==> config.mk <==
export PLATFORM = sky130hd
export DESIGN_NAME = outport_arbiter
export DESIGN_NICKNAME = d
export VERILOG_FILES = /design/src/rtl/outport_arbiter.sv
export SDC_FILE = /design/constraint.sdc
export NUM_CORES = 1
export LEC_CHECK = 0
export ABC_AREA = 1
export CELL_PAD_IN_SITES_DETAIL_PLACEMENT = 2
export CELL_PAD_IN_SITES_GLOBAL_PLACEMENT = 2
export CORE_AREA = 10 10 106 178
export DETAILED_ROUTE_END_ITERATION = 6
export DIE_AREA = 0 0 116 188
export PLACE_DENSITY_LB_ADDON = 0.1
export SYNTH_ARGS = -nofsm -noshare
export SYNTH_HDL_FRONTEND = slang
export SYNTH_SLANG_ARGS = --single-unit
==> constraint.sdc <==
create_clock -name clk_noc -period 1.9 [get_ports clk_noc]
set_input_delay 0.285 -clock clk_noc [delete_from_list [all_inputs] [get_ports clk_noc]]
set_output_delay 0.285 -clock clk_noc [all_outputs]
set_load 0.01 [all_outputs]
==> src/rtl/outport_arbiter.sv <==
// Output-port arbiter: round-robin over packet heads, then locked to one owner until its tail
// transfers. Define RAVENOC_ARB_PKT_CNT_EN to add the 16-bit tail-transfer counter pkt_cnt_o.
module outport_arbiter #(
  parameter int unsigned N_REQ  = 4,
  parameter int unsigned FLIT_W = 34
) (
  input  logic                      clk_noc,
  input  logic                      arst_noc,
  input  logic [N_REQ-1:0]          req_valid_i,
  input  logic [N_REQ-1:0]          req_head_i,
  input  logic [N_REQ-1:0]          req_tail_i,
  input  logic [N_REQ*FLIT_W-1:0]   req_flit_i,
  output logic [N_REQ-1:0]          req_ready_o,
  output logic                      out_valid_o,
  output logic [FLIT_W-1:0]         out_flit_o,
  output logic                      out_tail_o,
  input  logic                      out_ready_i,
  output logic [N_REQ-1:0]          grant_o,
  output logic                      busy_o
`ifdef RAVENOC_ARB_PKT_CNT_EN
  ,
  output logic [15:0]               pkt_cnt_o
`endif
);

  localparam int unsigned IdxW = $clog2(N_REQ);

  typedef enum logic [0:0] {StIdle, StLocked} state_e;

  state_e          state_q, state_d;
  logic [IdxW-1:0] owner_q, owner_d;
  logic [IdxW-1:0] ptr_q, ptr_d;

  logic [N_REQ-1:0]  cand;
  logic              found;
  logic [IdxW-1:0]   pick;
  logic [IdxW-1:0]   idx;
  logic              locked;
  logic              xfer_tail;
  logic [FLIT_W-1:0] own_flit;

  // Body flits without a head are never arbitration candidates.
  assign cand = req_valid_i & req_head_i;

  // Search starts just after the last owner so every requester gets a turn.
  always_comb begin
    found = 1'b0;
    pick  = '0;
    idx   = '0;
    for (int unsigned i = 1; i <= N_REQ; i++) begin
      idx = IdxW'((32'(ptr_q) + i) % N_REQ);
      if (!found && cand[idx]) begin
        found = 1'b1;
        pick  = idx;
      end
    end
  end

  assign locked   = (state_q == StLocked);
  assign own_flit = req_flit_i[owner_q*FLIT_W +: FLIT_W];

  always_comb begin
    req_ready_o = '0;
    out_valid_o = 1'b0;
    out_flit_o  = '0;
    out_tail_o  = 1'b0;
    grant_o     = '0;
    if (locked) begin
      out_valid_o          = req_valid_i[owner_q];
      out_flit_o           = own_flit;
      out_tail_o           = req_tail_i[owner_q];
      req_ready_o[owner_q] = out_ready_i;
      grant_o[owner_q]     = 1'b1;
    end
  end

  assign busy_o    = locked;
  assign xfer_tail = out_valid_o & out_ready_i & out_tail_o;

  always_comb begin
    state_d = state_q;
    owner_d = owner_q;
    ptr_d   = ptr_q;
    unique case (state_q)
      StIdle: begin
        if (found) begin
          state_d = StLocked;
          owner_d = pick;
        end
      end
      StLocked: begin
        if (xfer_tail) begin
          state_d = StIdle;
          ptr_d   = owner_q;
        end
      end
      default: state_d = StIdle;
    endcase
  end

  // Reset pointer at N_REQ-1 makes requester 0 the first winner.
  always_ff @(posedge clk_noc or negedge arst_noc) begin
    if (!arst_noc) begin
      state_q <= StIdle;
      owner_q <= '0;
      ptr_q   <= IdxW'(N_REQ - 1);
    end else begin
      state_q <= state_d;
      owner_q <= owner_d;
      ptr_q   <= ptr_d;
    end
  end

`ifdef RAVENOC_ARB_PKT_CNT_EN
  logic [15:0] pkt_cnt_q;

  always_ff @(posedge clk_noc or negedge arst_noc) begin
    if (!arst_noc) begin
      pkt_cnt_q <= '0;
    end else if (xfer_tail) begin
      pkt_cnt_q <= pkt_cnt_q + 16'd1;
    end
  end

  assign pkt_cnt_o = pkt_cnt_q;
`endif

endmodule

==> impl_metrics.tcl <==
set metrics [dict create \
    status "finished, violations left" \
    violations "negative setup slack" \
    r2r_slack_ns 0.13 \
    gp_congestion 0.758 \
    num_io_pins 196 \
    final.setup.worst_slack_ns -0.0520 \
    dieArea_mm2 0.0218 \
    root_buffer "clkbuf_16" \
    core_area_mm2 0.0159 \
    tightest_slew_ns 0.279 \
    clock_path_buffers 2 \
    stdcell_area_mm2 0.00412 \
    slew_violations 0 \
    rows 61 \
    final_common_cell "clkdlybuf4s50_1" \
    fmax_mhz 512 \
    ys_seq_area_share_pct 8.25 \
    layout_worst_path_cycle_share_pct 103 \
    setup_violations 19 \
    grt_max_degree 40 \
    peakVddDrop_uv 394 \
    cts_tree "built" \
    power_frac_clock_pct 6.4 \
    clkLatencyLatePin_ns 0.23 \
    yosysWarnings 0 \
    ctsHtreeMaxLevel 1 \
    die_w_um 116 \
    synth_fp_nets 422 \
    synth_cell_types 24 \
    p_leak_nw 1.65 \
    final_cell_mix "clkdlybuf4s50_1 (151), nand3_1 (81), nand2_1 (45), a31oi_1 (33), buf_2 (32)" \
    cts_buffers 3 \
    die_h_um 188 \
    antenna_found_initial 5 \
    dpl_cell_area_mm2 0.00385 \
    worstSetupPathType "reg2out" \
    grt-ovfl-total 0 \
    grt_pass1_wl_um 21600 \
    switching_share_pct 51.3 \
    min_period_ns 1.95 \
    io_buffers 195 \
    routedWlPerCell_um 22.4 \
    power.switching_mw 2.88 \
    avgSynthCellArea_um2 5.71 \
    holdWs_ns 0.292 \
    netlist_area_mm2 0.00155 \
    power.internal_mw 2.73 \
    pwr-share-comb_pct 88.3 \
    clock_skew_ns 0.000326 \
    ctsHoldBuffers 0 \
    clkSlewWorstSetupHoldPaths_ns 0.03 \
    min_path_type "in2async" \
    final-seq-area_um2 130 \
    hold_violations 0 \
    seqPwrFrac_pct 5.3 \
    drt_pass1_iterations 4 \
    first_global_vias 3498 \
    ant_nets 0 \
    viasPerCell 4.51 \
    drv_cap 0 \
    maxSlewHeadroom_pct 81.4 \
    cp.required_ns 1.62 \
    vias 3050 \
    multi_input_area_mm2 0.00132 \
    fillers 1901 \
    area_delta_synth_final_pct 166 \
    critPathCaptureType "primary output" \
    route.detailed.drc 0 \
    dp.final_hpwl_um 12000 \
    finalNetCount 636 \
    p_per_area_mw_per_mm2 1360 \
    routed_wl_um 15200 \
    rsz0062_at_grt "yes" \
    worstPathMaxFanout 8 \
    start_util_pct 9.75 \
    drive_above_1_share_pct 23.6 \
    arrival_ns 1.67 \
    worst_setup_path_start_kind "register" \
    synth_seq_cells 5 \
    clkSinkCount 5 \
    synth_cells 271 \
    grt_usage_pct 13.0 \
    drtIter0Drc 62 \
]
-- cell families (layout without fill, tap and decap cells) --
| logic type | Yosys count | count (layout) | share of synthesized area [%] |
|---|---|---|---|
| and+or+nand+nor | 157 | 157 | 47.8 |
| AOI/OAI and AO/OA | 73 | 73 | 32.7 |
| DFF | 5 | 5 | 8.25 |
| buffers and inverters | 36 | 249 | 11.3 |
| other | 0 | 3 | 0 |
-- layer usage --
metal  part of all wire (%)  up-vias  GRT usage, %
met2                     55      112          24.7
met4                   0.53        2          2.66
met5                  0.053        -             0
li1                       -     1452             -
met3                     11        7          7.13
met1                     33     1477          11.4
-- registers in the layout (all words and copies together) (netlist names) --
name / cells
owner_q: 2
ptr_q: 2
busy_o: 1
-- cells in the mapped netlist --
library cell / instances / area share, %
nand3_1: 82 / 27
nand2_1: 51 / 12
a22oi_1: 34 / 16
a31oi_1: 34 / 14
buf_2: 20 / 6.5
nor2_1: 8 / 1.9
inv_1: 5 / 1.2
inv_2: 4 / 0.97
nand2_2: 4 / 1.6
nand4_1: 4 / 1.6
nor3_1: 4 / 1.3
clkbuf_1: 3 / 0.73
dfrtp_1: 3 / 4.9
buf_4: 2 / 0.97
dfstp_2: 2 / 3.4
nand3_2: 2 / 1.3
o21ai_1: 2 / 0.65
a21oi_1: 1 / 0.32
a41oi_2: 1 / 1.1
and2_1: 1 / 0.40
buf_1: 1 / 0.24
buf_6: 1 / 0.73
nor2_4: 1 / 0.73
o22ai_1: 1 / 0.40
-- power by group through the flow --
stage | Clock, mW | Combinational (mW) | Sequential (mW)
floorplan | 0 | 2.18 | 0.232
global placement | 0 | 4.70 | 0.277
detailed placement | 0 | 4.73 | 0.284
CTS | 0.366 | 4.65 | 0.294
global route | 0.373 | 5.48 | 0.307
finish | 0.360 | 4.95 | 0.297
-- worst paths after layout --
check,end,start,cells after the start
max,out_flit_o[2],owner_q[1],7
min,busy_o,arst_noc,1
max reg2reg,busy_o,owner_q[1],11
min reg2reg,busy_o,busy_o,2
max in group asynchronous,ptr_q[1],arst_noc,1
min in group clk_noc,busy_o,busy_o,2
-- worst max-delay path: stages, from the launching register on --
cell,delay [ns]
dfrtp_2,0.44
buf_6,0.14
nor2_4,0.14
buf_6,0.15
buf_12,0.13
a22oi_2,0.08
a31oi_1,0.18
buf_2,0.18
-- layout make-up --
cell class                 instances  area share (%)
sequential                         5            3.16
inverter                           9           0.941
antenna                            3           0.182
clock buffer                       4            1.91
tap                              189            5.73
multi-input combinational        230            32.1
timing repair buffer             236            56.0
-- stage by stage --
step | cells | setup TNS (ns) | setup WS, ns | total power [mW] | utilization [%]
floorplan | 271 | 0 | 0.431 | 2.41 | -
global placement | 650 | -4.14 | -0.192 | 4.98 | 24.2
detailed placement | 650 | -5.75 | -0.235 | 5.01 | 24.2
CTS | 661 | -0.446 | -0.152 | 5.31 | 24.8
global route | 675 | -3.12 | -0.158 | 6.16 | 26.0
finish | 676 | -0.580 | -0.0520 | 5.61 | 26.0
-- timing repair --
item | in CTS | in global routing
gates cloned | 1 | 3
pin swaps | 4 | 8
endpoints found under the setup margin | 44 | 39
resized for setup | 185 | 40
hold endpoints to repair | 0 | 0
buffers inserted | 6 | 9
No activity file was read; power rests on OpenSTA's default activity.
